### config.mk
export PLATFORM = sky130hd
export DESIGN_NAME = wb_port_arbiter_flat
export DESIGN_NICKNAME = d
export VERILOG_FILES = /design/src/rtl/wb_port_arbiter_pkg.sv /design/src/rtl/wb_port_arbiter_if.sv /design/src/rtl/rr_pick6.sv /design/src/rtl/wb_port_arbiter.sv /design/src/flat_wrapper.sv
export SDC_FILE = /design/constraint.sdc
export NUM_CORES = 1
export LEC_CHECK = 0
export ABC_AREA = 1
export CAP_MARGIN = 5
export CORE_MARGIN = 2
export CORE_UTILIZATION = 50
export CTS_CLUSTER_DIAMETER = 120
export CTS_CLUSTER_SIZE = 12
export DETAILED_ROUTE_END_ITERATION = 8
export PLACE_DENSITY = 0.73
export SYNTH_ARGS = -nofsm -noshare
export SYNTH_HDL_FRONTEND = slang
export SYNTH_SLANG_ARGS = --single-unit
### constraint.sdc
create_clock -name clk -period 6.59 [get_ports clk]
set_input_delay 1.977 -clock clk [delete_from_list [all_inputs] [get_ports clk]]
set_output_delay 1.977 -clock clk [all_outputs]
set_load 0.05 [all_outputs]
### src/rtl/wb_port_arbiter_pkg.sv
// Shared definitions for the writeback-port round-robin arbiter:
// requester indices, FSM encoding and pointer arithmetic helpers.
package wb_port_arbiter_pkg;

    localparam int unsigned NUM_REQ = 6;
    localparam int unsigned SEL_W   = 3;

    localparam logic [SEL_W-1:0] WB_ALU   = 3'd0;
    localparam logic [SEL_W-1:0] WB_MEM   = 3'd1;
    localparam logic [SEL_W-1:0] WB_LUI   = 3'd2;
    localparam logic [SEL_W-1:0] WB_SHIFT = 3'd3;
    localparam logic [SEL_W-1:0] WB_HI    = 3'd4;
    localparam logic [SEL_W-1:0] WB_LO    = 3'd5;

    typedef enum logic [1:0] {
        ST_IDLE  = 2'b00,
        ST_GRANT = 2'b01,
        ST_HOLD  = 2'b10
    } wb_state_e;

    // Index reached by stepping offs places from base, wrapping modulo NUM_REQ.
    function automatic logic [SEL_W-1:0] rr_index(input logic [SEL_W-1:0] base,
                                                  input int unsigned      offs);
        int unsigned sum;
        sum = (32'(base) + offs) % NUM_REQ;
        return sum[SEL_W-1:0];
    endfunction

    function automatic logic [SEL_W-1:0] next_ptr(input logic [SEL_W-1:0] idx);
        return (idx == WB_LO) ? WB_ALU : idx + 3'd1;
    endfunction

endpackage

### src/rtl/wb_port_arbiter_if.sv
// Request/grant bundle between the writeback sources, the control unit
// and the arbiter; slave is the arbiter side.
interface wb_port_arbiter_if;
    import wb_port_arbiter_pkg::*;

    logic [NUM_REQ-1:0] req;
    logic               stall;
    logic               flush;
    logic [SEL_W-1:0]   sel;
    logic [NUM_REQ-1:0] gnt;
    logic               reg_write;
    logic               busy;

    modport master (
        output req, stall, flush,
        input  sel, gnt, reg_write, busy
    );

    modport slave (
        input  req, stall, flush,
        output sel, gnt, reg_write, busy
    );

endinterface

### src/rtl/rr_pick6.sv
// Combinational round-robin picker: first set bit of i_elig searching
// upward from i_ptr with wrap at NUM_REQ.
module rr_pick6
    import wb_port_arbiter_pkg::*;
(
    input  logic [NUM_REQ-1:0] i_elig,
    input  logic [SEL_W-1:0]   i_ptr,
    output logic               o_found,
    output logic [SEL_W-1:0]   o_idx
);

    logic [7:0] w_elig8;

    assign w_elig8 = {2'b00, i_elig};

    always_comb begin
        o_found = 1'b0;
        o_idx   = '0;
        for (int unsigned k = 0; k < NUM_REQ; k++) begin
            if (!o_found && w_elig8[rr_index(i_ptr, k)]) begin
                o_found = 1'b1;
                o_idx   = rr_index(i_ptr, k);
            end
        end
    end

endmodule

### src/rtl/wb_port_arbiter.sv
// Registered round-robin arbiter for the register-file write port,
// shared by six writeback sources.
module wb_port_arbiter
    import wb_port_arbiter_pkg::*;
(
    input  logic              clk,
    input  logic              reset,
    wb_port_arbiter_if.slave  bus
);

    wb_state_e          r_state;
    wb_state_e          w_next_state;
    logic               r_armed;
    logic [SEL_W-1:0]   r_ptr;
    logic [SEL_W-1:0]   r_sel;
    logic [NUM_REQ-1:0] r_gnt;
    logic [SEL_W-1:0]   w_ptr_nxt;
    logic [SEL_W-1:0]   w_sel_nxt;
    logic [NUM_REQ-1:0] w_gnt_nxt;
    logic [NUM_REQ-1:0] w_elig;
    logic               w_found;
    logic [SEL_W-1:0]   w_idx;

    // The index granted this cycle sits out the next arbitration.
    assign w_elig = bus.req & ~r_gnt;

    rr_pick6 u_pick (
        .i_elig  (w_elig),
        .i_ptr   (r_ptr),
        .o_found (w_found),
        .o_idx   (w_idx)
    );

    always_comb begin
        w_next_state = ST_IDLE;
        w_gnt_nxt    = '0;
        w_sel_nxt    = r_sel;
        w_ptr_nxt    = r_ptr;
        if (bus.flush) begin
            w_next_state = ST_IDLE;
        end else if (bus.stall) begin
            w_next_state = ST_HOLD;
        end else if (r_armed && w_found) begin
            w_next_state = ST_GRANT;
            w_gnt_nxt    = NUM_REQ'(1) << w_idx;
            w_sel_nxt    = w_idx;
            w_ptr_nxt    = next_ptr(w_idx);
        end
    end

    // r_armed delays the first grant to the second edge after reset release.
    always_ff @(posedge clk or negedge reset) begin
        if (!reset) begin
            r_state <= ST_IDLE;
            r_armed <= 1'b0;
            r_ptr   <= '0;
            r_sel   <= '0;
            r_gnt   <= '0;
        end else begin
            r_state <= w_next_state;
            r_armed <= 1'b1;
            r_ptr   <= w_ptr_nxt;
            r_sel   <= w_sel_nxt;
            r_gnt   <= w_gnt_nxt;
        end
    end

    assign bus.gnt       = r_gnt;
    assign bus.sel       = r_sel;
    assign bus.reg_write = (r_state == ST_GRANT);
    assign bus.busy      = reset && (|bus.req) && (r_state != ST_GRANT);

endmodule

### src/flat_wrapper.sv
// flat-port wrapper written by rule: the top's interface ports become plain ports
module wb_port_arbiter_flat import wb_port_arbiter_pkg::*;
  (clk, reset, bus_req, bus_stall, bus_flush, bus_sel, bus_gnt, bus_reg_write, bus_busy);
  wb_port_arbiter_if bus_i ();
  input  logic clk;
  input  logic reset;
  input wire logic [$bits(bus_i.req)-1:0] bus_req;
  input wire logic [$bits(bus_i.stall)-1:0] bus_stall;
  input wire logic [$bits(bus_i.flush)-1:0] bus_flush;
  output wire logic [$bits(bus_i.sel)-1:0] bus_sel;
  output wire logic [$bits(bus_i.gnt)-1:0] bus_gnt;
  output wire logic [$bits(bus_i.reg_write)-1:0] bus_reg_write;
  output wire logic [$bits(bus_i.busy)-1:0] bus_busy;
  assign bus_i.req = bus_req;
  assign bus_i.stall = bus_stall;
  assign bus_i.flush = bus_flush;
  assign bus_sel = bus_i.sel;
  assign bus_gnt = bus_i.gnt;
  assign bus_reg_write = bus_i.reg_write;
  assign bus_busy = bus_i.busy;
  wb_port_arbiter u_core (.clk(clk), .reset(reset), .bus(bus_i));
endmodule
==> results of run 1 <==
[layout by cell type (no fill, tap or decap), types with 3 or more instances in the layout]
cell type        Yosys  routed
dfrtp_1             15      15
nand2_1             70      70
nor3_1               3       3
clkbuf_4             0       3
nor2_1              18      18
nand2_4              4       4
a21oi_1              3       3
ha_1                15      15
nand2_2             13      13
inv_2                8       8
clkdlybuf4s50_1      0      20
nand4_1              3       3
inv_1               35      35
nand3_1             29      29
o21ai_0              8       8
o21ai_1              6       6
[logic make-up (layout without fill, tap and decap cells)]
group / Yosys count / in the layout / synth area share (%)
DFF: 15 / 15 / 22.64
other: 1 / 1 / 0.2262
buffers and inverters: 48 / 69 / 12.60
and+or+nand+nor: 151 / 151 / 44.76
xor gates and xnor gates: 1 / 1 / 0.9814
adders and majority gates: 15 / 15 / 11.32
AOI/OAI and AO/OA: 22 / 22 / 7.472
[flip-flops by register name, indices dropped and copies added, names as in the netlist]
register / flops
u_core.bus.gnt: 6
u_core.bus.sel: 3
u_core.r_ptr: 3
u_core.r_state: 2
u_core.r_armed: 1
[worst min-delay path: cells and delay by family, from the launching register on]
kind             cells  cell delay, ns
DFF                  1            0.35
and+or+nand+nor      2            0.11
[per-layer routing]
| layer | up-vias | track usage, % | share of wire, % |
|---|---|---|---|
| li1 | 839 | - | - |
| met1 | 711 | 26.37 | 47 |
| met2 | 35 | 34.89 | 48 |
| met3 | 9 | 1.261 | 3.3 |
| met4 | 0 | 8.511 | 2.3 |
| met5 | - | 0 | 0 |
[through the flow]
step                      cell area (µm²)  utilization (%)  hold slack (ns)  worst slack, ns
after floorplan                      1658                -           0.5658            2.056
after CTS                            1906            61.41           0.5003           0.8809
after global placement               1879            60.56           0.4724           0.8736
after detailed placement             1879            60.56           0.4712           0.8899
final                                1906            61.41           0.4947           0.9018
after global routing                 1906            61.41           0.5310           0.8237
[layout make-up]
| cell class | count | area (µm²) | share of cell area, % |
|---|---|---|---|
| Inverter | 44 | 167.7 | 8.798 |
| Multi-Input combinational cell | 190 | 1074 | 56.34 |
| Tap cell | 44 | 55.05 | 2.889 |
| Sequential cell | 15 | 375.4 | 19.70 |
| Clock buffer | 4 | 26.28 | 1.379 |
| Timing Repair Buffer | 21 | 207.7 | 10.90 |
[how the worst max path moves through the flow]
stage / start / endpoint / depth (start not counted)
after global routing: bus_req[2] / bus_busy / 6
after detailed placement: bus_req[2] / bus_busy / 6
after global placement: bus_req[2] / bus_busy / 6
final: bus_req[2] / bus_busy / 6
after floorplan: bus_req[2] / bus_busy / 4
after CTS: bus_req[2] / bus_busy / 6
==> flow_summary.json, run 1 <==
{
  "grt_setup_unrepaired": "false",
  "clockBufferDepth": 2,
  "crit_path_cell_trace": "clkdlybuf4s50_1, nor4_1, nand2_1, nand3b_1, inv_1, clkdlybuf4s50_1",
  "ios": 21,
  "synth_top_area_share_pct": 22.64,
  "dieHeight_um": 61.58,
  "portBuffers": 20,
  "slew_violations": 0,
  "dr_total_vias": 1594,
  "first_global_vias": 1381,
  "yosysTopAreaCell": "dfrtp_1",
  "via_per_inst": 5.013,
  "cts_hold_buf": 0,
  "antenna_found_initial": 0,
  "layout.cells.non_filler": 318,
  "path_buf_inv": 3,
  "synth.distinct_cells": 32,
  "grt_pass1_wl_um": 5713,
  "drc": 0,
  "ys_seq_elements": 15,
  "hold_viol_final": 0,
  "cp-start-kind": "input pin",
  "yosys_warnings": 0,
  "globalplace.congestion": 0.8736,
  "worstHoldPathCells": 2,
  "status": "finished, final reports clean",
  "wl_per_cell_um": 10.84,
  "antenna_cells": 0,
  "root_buffer": "clkbuf_4",
  "clk_latency_ns": 0.28,
  "post-synth-top-count-cell": "nand2_1",
  "synthCells": 253,
  "clock_skew_ns": 0.002319,
  "critPathRequiredTime_ns": 4.61,
  "first_pass_iters": 4,
  "syn_area_um2": 1658,
  "critPathMostFrequentCell": "clkdlybuf4s50_1",
  "ys.flop_type": "dfrtp_1",
  "crit_path_end_kind": "output pin",
  "num-fill-cells": 319,
  "drive_gt1_share_pct": 14.60,
  "core_area_um2": 3103,
  "async_reset_ff_share_pct": 100.0,
  "fmax_mhz": 175.8,
  "die_area_um2": 3792,
  "die_x_um": 61.58,
  "reg2reg_to": "u_core.r_ptr[2]$_DFFE_PN0P_",
  "cap_violations": 0,
  "hold_end": "u_core.bus.sel[1]$_DFFE_PN0P_",
  "detail-route-antenna-nets": 0,
  "crit_type": "in -> out",
  "setup_viol": 0,
  "hold_path.class": "reg -> reg",
  "cp_slowest_cell": "clkdlybuf4s50_1",
  "cp_top_family": "buffers and inverters",
  "cts_tree": "yes",
  "num_rows": 20,
  "critPathMaxFanout": 3,
  "synth_nets": 278,
  "hpwl_um": 2868,
  "setup_tns_ns": 0,
  "path_clk_slew_ns": 0.08,
  "ctsHtreeMaxLevel": 1,
  "dr.first_iter.drc_count": 69,
  "synthTopCellsByArea": "dfrtp_1, nand2_1, ha_1, nand3_1, inv_1",
  "hold_path_startpoint": "u_core.bus.sel[1]$_DFFE_PN0P_",
  "grt_usage_pct": 20.29,
  "grt_overflow_total": 0,
  "area_delta_synth_final_pct": 14.94,
  "dp.cells": 314,
  "worst-r2r-cell-count": 23,
  "fin_nets": 300,
  "drt-total-wl_um": 3448,
  "period_share_pct": 86.32,
  "initial_utilization_pct": 53.43,
  "worstPathArrival_ns": 3.71,
  "timing.rr.start": "u_core.r_ptr[0]$_DFFE_PN0P_",
  "clock-sinks": 15,
  "synth-edff-count": 0,
  "grt_max_degree": 20,
  "reg2reg_slack_ns": 2.69,
  "worst_pin_slew_ns": 0.6344,
  "yosysSeqAreaShare_pct": 22.64,
  "cts.repair.resized": 0,
  "post_cts_buffers": 0,
  "ys_top_cells_by_count": "nand2_1, inv_1, nand3_1",
  "synth_area_per_cell_um2": 6.553,
  "layout_min_cycle_time_ns": 5.688,
  "relSlewSlack_pct": 57.71,
  "slowest_delay_ns": 0.69,
  "cts_made_buffers": 3
}
Power of run 1 is left out: the tool's default activity adds up to more than one toggle a clock period on the data nets, which glitch-free logic cannot reach.
==> inputs of run 2 (changes only) <==
CORE_MARGIN = 4   (was 2)
==> run 2 against run 1 <==
Net effect: clock skew up 0.0040 ns; register-to-register slack worse by 0.04 ns; cell count unchanged; critical path type unchanged; utilization unchanged; die area up 13%.
==> flow_summary.json, run 2 (synthesis results as in run 1) <==
{
  "antenna_cells": 0,
  "initial_utilization_pct": 53.43,
  "grt_usage_pct": 18.78,
  "first_global_vias": 1493,
  "clk_latency_ns": 0.28,
  "setup_tns_ns": 0,
  "wl_per_cell_um": 10.92,
  "setup_viol": 0,
  "ctsHtreeMaxLevel": 1,
  "layout_min_cycle_time_ns": 5.726,
  "worst_pin_slew_ns": 0.6367,
  "dieHeight_um": 65.58,
  "fin_nets": 300,
  "cts_hold_buf": 0,
  "layout_common_cells": "nand2_1, inv_1, nand3_1",
  "slew_violations": 0,
  "critPathLaunch": "bus_req[2]",
  "drc": 0,
  "grt_pass1_wl_um": 6368,
  "seqCellArea_um2": 375.4,
  "num-fill-cells": 319,
  "num_rows": 20,
  "core_area_um2": 3103,
  "grt_max_degree": 20,
  "root_buffer": "clkbuf_4",
  "cts_tree": "yes",
  "cap_violations": 0,
  "hold_path_startpoint": "u_core.bus.sel[1]$_DFFE_PN0P_",
  "crit_type": "in -> out",
  "portBuffers": 20,
  "ios": 21,
  "grt_setup_unrepaired": "false",
  "relSlewSlack_pct": 57.55,
  "dr.first_iter.drc_count": 91,
  "timing.rr.start": "u_core.r_ptr[0]$_DFFE_PN0P_",
  "die_area_um2": 4301,
  "antenna_found_initial": 0,
  "critPathRequiredTime_ns": 4.61,
  "grt_overflow_total": 0,
  "hold_path.class": "reg -> reg",
  "fmax_mhz": 174.6,
  "clock-sinks": 15,
  "drt-total-wl_um": 3473,
  "crit_path_end_kind": "output pin",
  "hpwl_um": 2898,
  "detail-route-antenna-nets": 0,
  "clockBufferDepth": 2,
  "area_delta_synth_final_pct": 14.94,
  "cts_made_buffers": 3,
  "dr_total_vias": 1579,
  "first_pass_iters": 4,
  "drive_gt1_share_pct": 14.60,
  "post_cts_buffers": 0,
  "cp-start-kind": "input pin",
  "die_x_um": 65.58,
  "path_clk_slew_ns": 0.07,
  "critPathMaxFanout": 3,
  "largest_register_ffs": 6,
  "mostFrequentLayoutCell": "nand2_1",
  "globalplace.congestion": 0.9563,
  "hold_viol_final": 0,
  "worstPathArrival_ns": 3.75,
  "via_per_inst": 4.965,
  "status": "finished, final reports clean",
  "period_share_pct": 86.90,
  "multi_input_area_um2": 1074,
  "clock_skew_ns": 0.006284,
  "cts.repair.resized": 0
}
-- run 2: final timing paths --
check | to | slack [ns] | depth (start not counted)
worst min-delay path | u_core.bus.sel[1]$_DFFE_PN0P_ | 0.49 | 2
worst max register to register | u_core.r_ptr[2]$_DFFE_PN0P_ | 2.65 | 23
min in group asynchronous | u_core.bus.gnt[3]$_DFF_PN0_ | 2.00 | 2
worst max-delay path | bus_busy | 0.86 | 6
max in group asynchronous | u_core.bus.gnt[4]$_DFF_PN0_ | 4.41 | 2
worst min register to register | u_core.bus.sel[1]$_DFFE_PN0P_ | 0.49 | 2
-- run 2: area by class of cell --
class	instances	share of cell area, %
Clock buffer	4	1.379
Inverter	44	8.798
Multi-Input combinational cell	190	56.34
Sequential cell	15	19.70
Tap cell	44	2.889
Timing Repair Buffer	21	10.90
-- run 2: per-stage QoR --
stage / std cells / setup WS, ns / hold WS [ns] / utilization (%) / area, µm²
final: 318 / 0.8635 / 0.4852 / 61.41 / 1906
after global placement: 314 / 0.8816 / 0.4751 / 60.56 / 1879
after global routing: 318 / 0.7392 / 0.5448 / 61.41 / 1906
after CTS: 318 / 0.8721 / 0.4930 / 61.41 / 1906
after floorplan: 253 / 2.056 / 0.5658 / - / 1658
after detailed placement: 314 / 0.8802 / 0.4672 / 60.56 / 1879
-- run 2: layer usage --
metal  track usage [%]  wire length, µm  up-vias
met5                 0                0        -
li1                  -                -      838
met3             1.709              145        4
met1             24.34             1660      694
met4             6.995               27        0
met2             32.24             1639       43
-- run 2: worst max-delay path, stage by stage --
cell,delay (ns)
clkdlybuf4s50_1,0.44
nor4_1,0.42
nand2_1,0.09
nand3b_1,0.09
inv_1,0.04
clkdlybuf4s50_1,0.69
Power of run 2 is left out for the same reason.
==> inputs of run 3 (changes only) <==
DONT_BUFFER_PORTS = 1   (was unset)
PLACE_DENSITY = unset   (was 0.73)
SETUP_SLACK_MARGIN = 0.5   (was unset)
==> run 3 against run 2 <==
Net effect: sequential share of layout area grew 2.4 points; clock-buffer cell count shrank 1; fmax grew 23%; clock skew shrank 0.0032 ns; critical path type unchanged; critical endpoint unchanged.
==> flow_summary.json, run 3 (synthesis results as in run 1) <==
{
  "status": "finished, final reports clean",
  "antenna_found_initial": 0,
  "die_area_um2": 4301,
  "grt_usage_pct": 18.30,
  "drc": 0,
  "drt-total-wl_um": 3585,
  "fin_nets": 279,
  "root_buffer": "clkbuf_4",
  "area_delta_synth_final_pct": 2.491,
  "setup_tns_ns": 0,
  "critPathRequiredTime_ns": 4.61,
  "cp_top_family": "simple AND/OR/NAND/NOR gates",
  "relSlewSlack_pct": 37.93,
  "fin_hold_ws_ns": 0.6755,
  "grt_max_degree": 20,
  "clock_skew_ns": 0.003066,
  "detail-route-antenna-nets": 0,
  "via_per_inst": 5.057,
  "core_area_um2": 3103,
  "post_cts_buffers": 0,
  "worst_pin_slew_ns": 0.9277,
  "crit_path_end_kind": "output pin",
  "slowest_delay_ns": 0.33,
  "clock-sinks": 15,
  "wl_per_cell_um": 12.07,
  "largest_register_ffs": 6,
  "grt_overflow_total": 0,
  "cts_made_buffers": 3,
  "initial_utilization_pct": 53.43,
  "dr.first_iter.drc_count": 70,
  "first_global_vias": 1422,
  "mostFrequentLayoutCell": "nand2_1",
  "cap_violations": 0,
  "num_rows": 20,
  "worstPathArrival_ns": 2.69,
  "clk_latency_ns": 0.28,
  "crit_type": "in -> out",
  "cts.repair.resized": 0,
  "cts_tree": "yes",
  "fmax_mhz": 214.3,
  "dpl_cell_area_um2": 1672,
  "die_x_um": 65.58,
  "grt_setup_unrepaired": "false",
  "cts_hold_buf": 0,
  "layout_common_cells": "nand2_1, inv_1, nand3_1",
  "dr_total_vias": 1502,
  "crit_path_cell_trace": "nor4_1, nand2_1, nand3b_1, inv_1",
  "layout_min_cycle_time_ns": 4.666,
  "ctsHtreeMaxLevel": 1,
  "critPathMaxFanout": 3,
  "grt_pass1_wl_um": 6216,
  "ios": 21,
  "path_clk_slew_ns": 0.08,
  "hpwl_um": 3043,
  "clockBufferDepth": 2,
  "cp_slowest_cell": "nor4_1",
  "first_pass_iters": 6,
  "fin_area_um2": 1699,
  "dieHeight_um": 65.58,
  "globalplace.congestion": 0.9408,
  "drive_gt1_share_pct": 15.81,
  "hold_viol_final": 0,
  "hold_path.class": "reg -> reg",
  "period_share_pct": 70.80,
  "setup_viol": 0,
  "slew_violations": 0,
  "portBuffers": 0,
  "cp-start-kind": "input pin",
  "antenna_cells": 0,
  "path_buf_inv": 1
}
## run 3: metal layers
metal / global-route usage, % / up-vias / share of wire (%)
met5: 0 / - / 0
met4: 9.585 / 0 / 3.9
met3: 1.709 / 15 / 3.5
met2: 31.73 / 34 / 49
met1: 22.28 / 658 / 44
li1: - / 795 / -
## run 3: final cells by class
cell class | count | area (µm²)
clock buffer | 3 | 22.52
clock inverter | 1 | 5.005
fill | 332 | 1404
inverter | 44 | 167.7
multi-input combinational | 190 | 1074
sequential | 15 | 375.4
tap | 44 | 55.05
## run 3: stage by stage
stage / std cells / setup WS [ns] / util [%]
6_report: 297 / 1.924 / 54.76
5_1_grt: 297 / 1.884 / 54.76
4_1_cts: 297 / 1.901 / 54.76
3_5_place_dp: 293 / 1.905 / 53.87
3_3_place_gp: 293 / 1.900 / 53.87
2_1_floorplan: 253 / 2.056 / -
## run 3: final timing paths
kind	from	endpoint	slack [ns]	depth (start not counted)
hold / removal	u_core.r_ptr[1]$_DFFE_PN0P_	u_core.r_ptr[1]$_DFFE_PN0P_	0.68	2
hold reg to reg	u_core.r_ptr[1]$_DFFE_PN0P_	u_core.r_ptr[1]$_DFFE_PN0P_	0.68	2
max in group asynchronous	reset	u_core.r_ptr[2]$_DFFE_PN0P_	5.14	0
setup reg to reg	u_core.r_ptr[0]$_DFFE_PN0P_	u_core.r_ptr[2]$_DFFE_PN0P_	2.66	23
min in group asynchronous	reset	u_core.bus.sel[1]$_DFFE_PN0P_	1.38	0
setup / recovery	bus_req[2]	bus_busy	1.92	4
## run 3: tightest hold or removal path, stage by stage, from the launching register on
cell and delay (ns):
dfrtp_1 0.48, nand2_1 0.11, nand2_1 0.05
Power of run 3 is left out for the same reason.
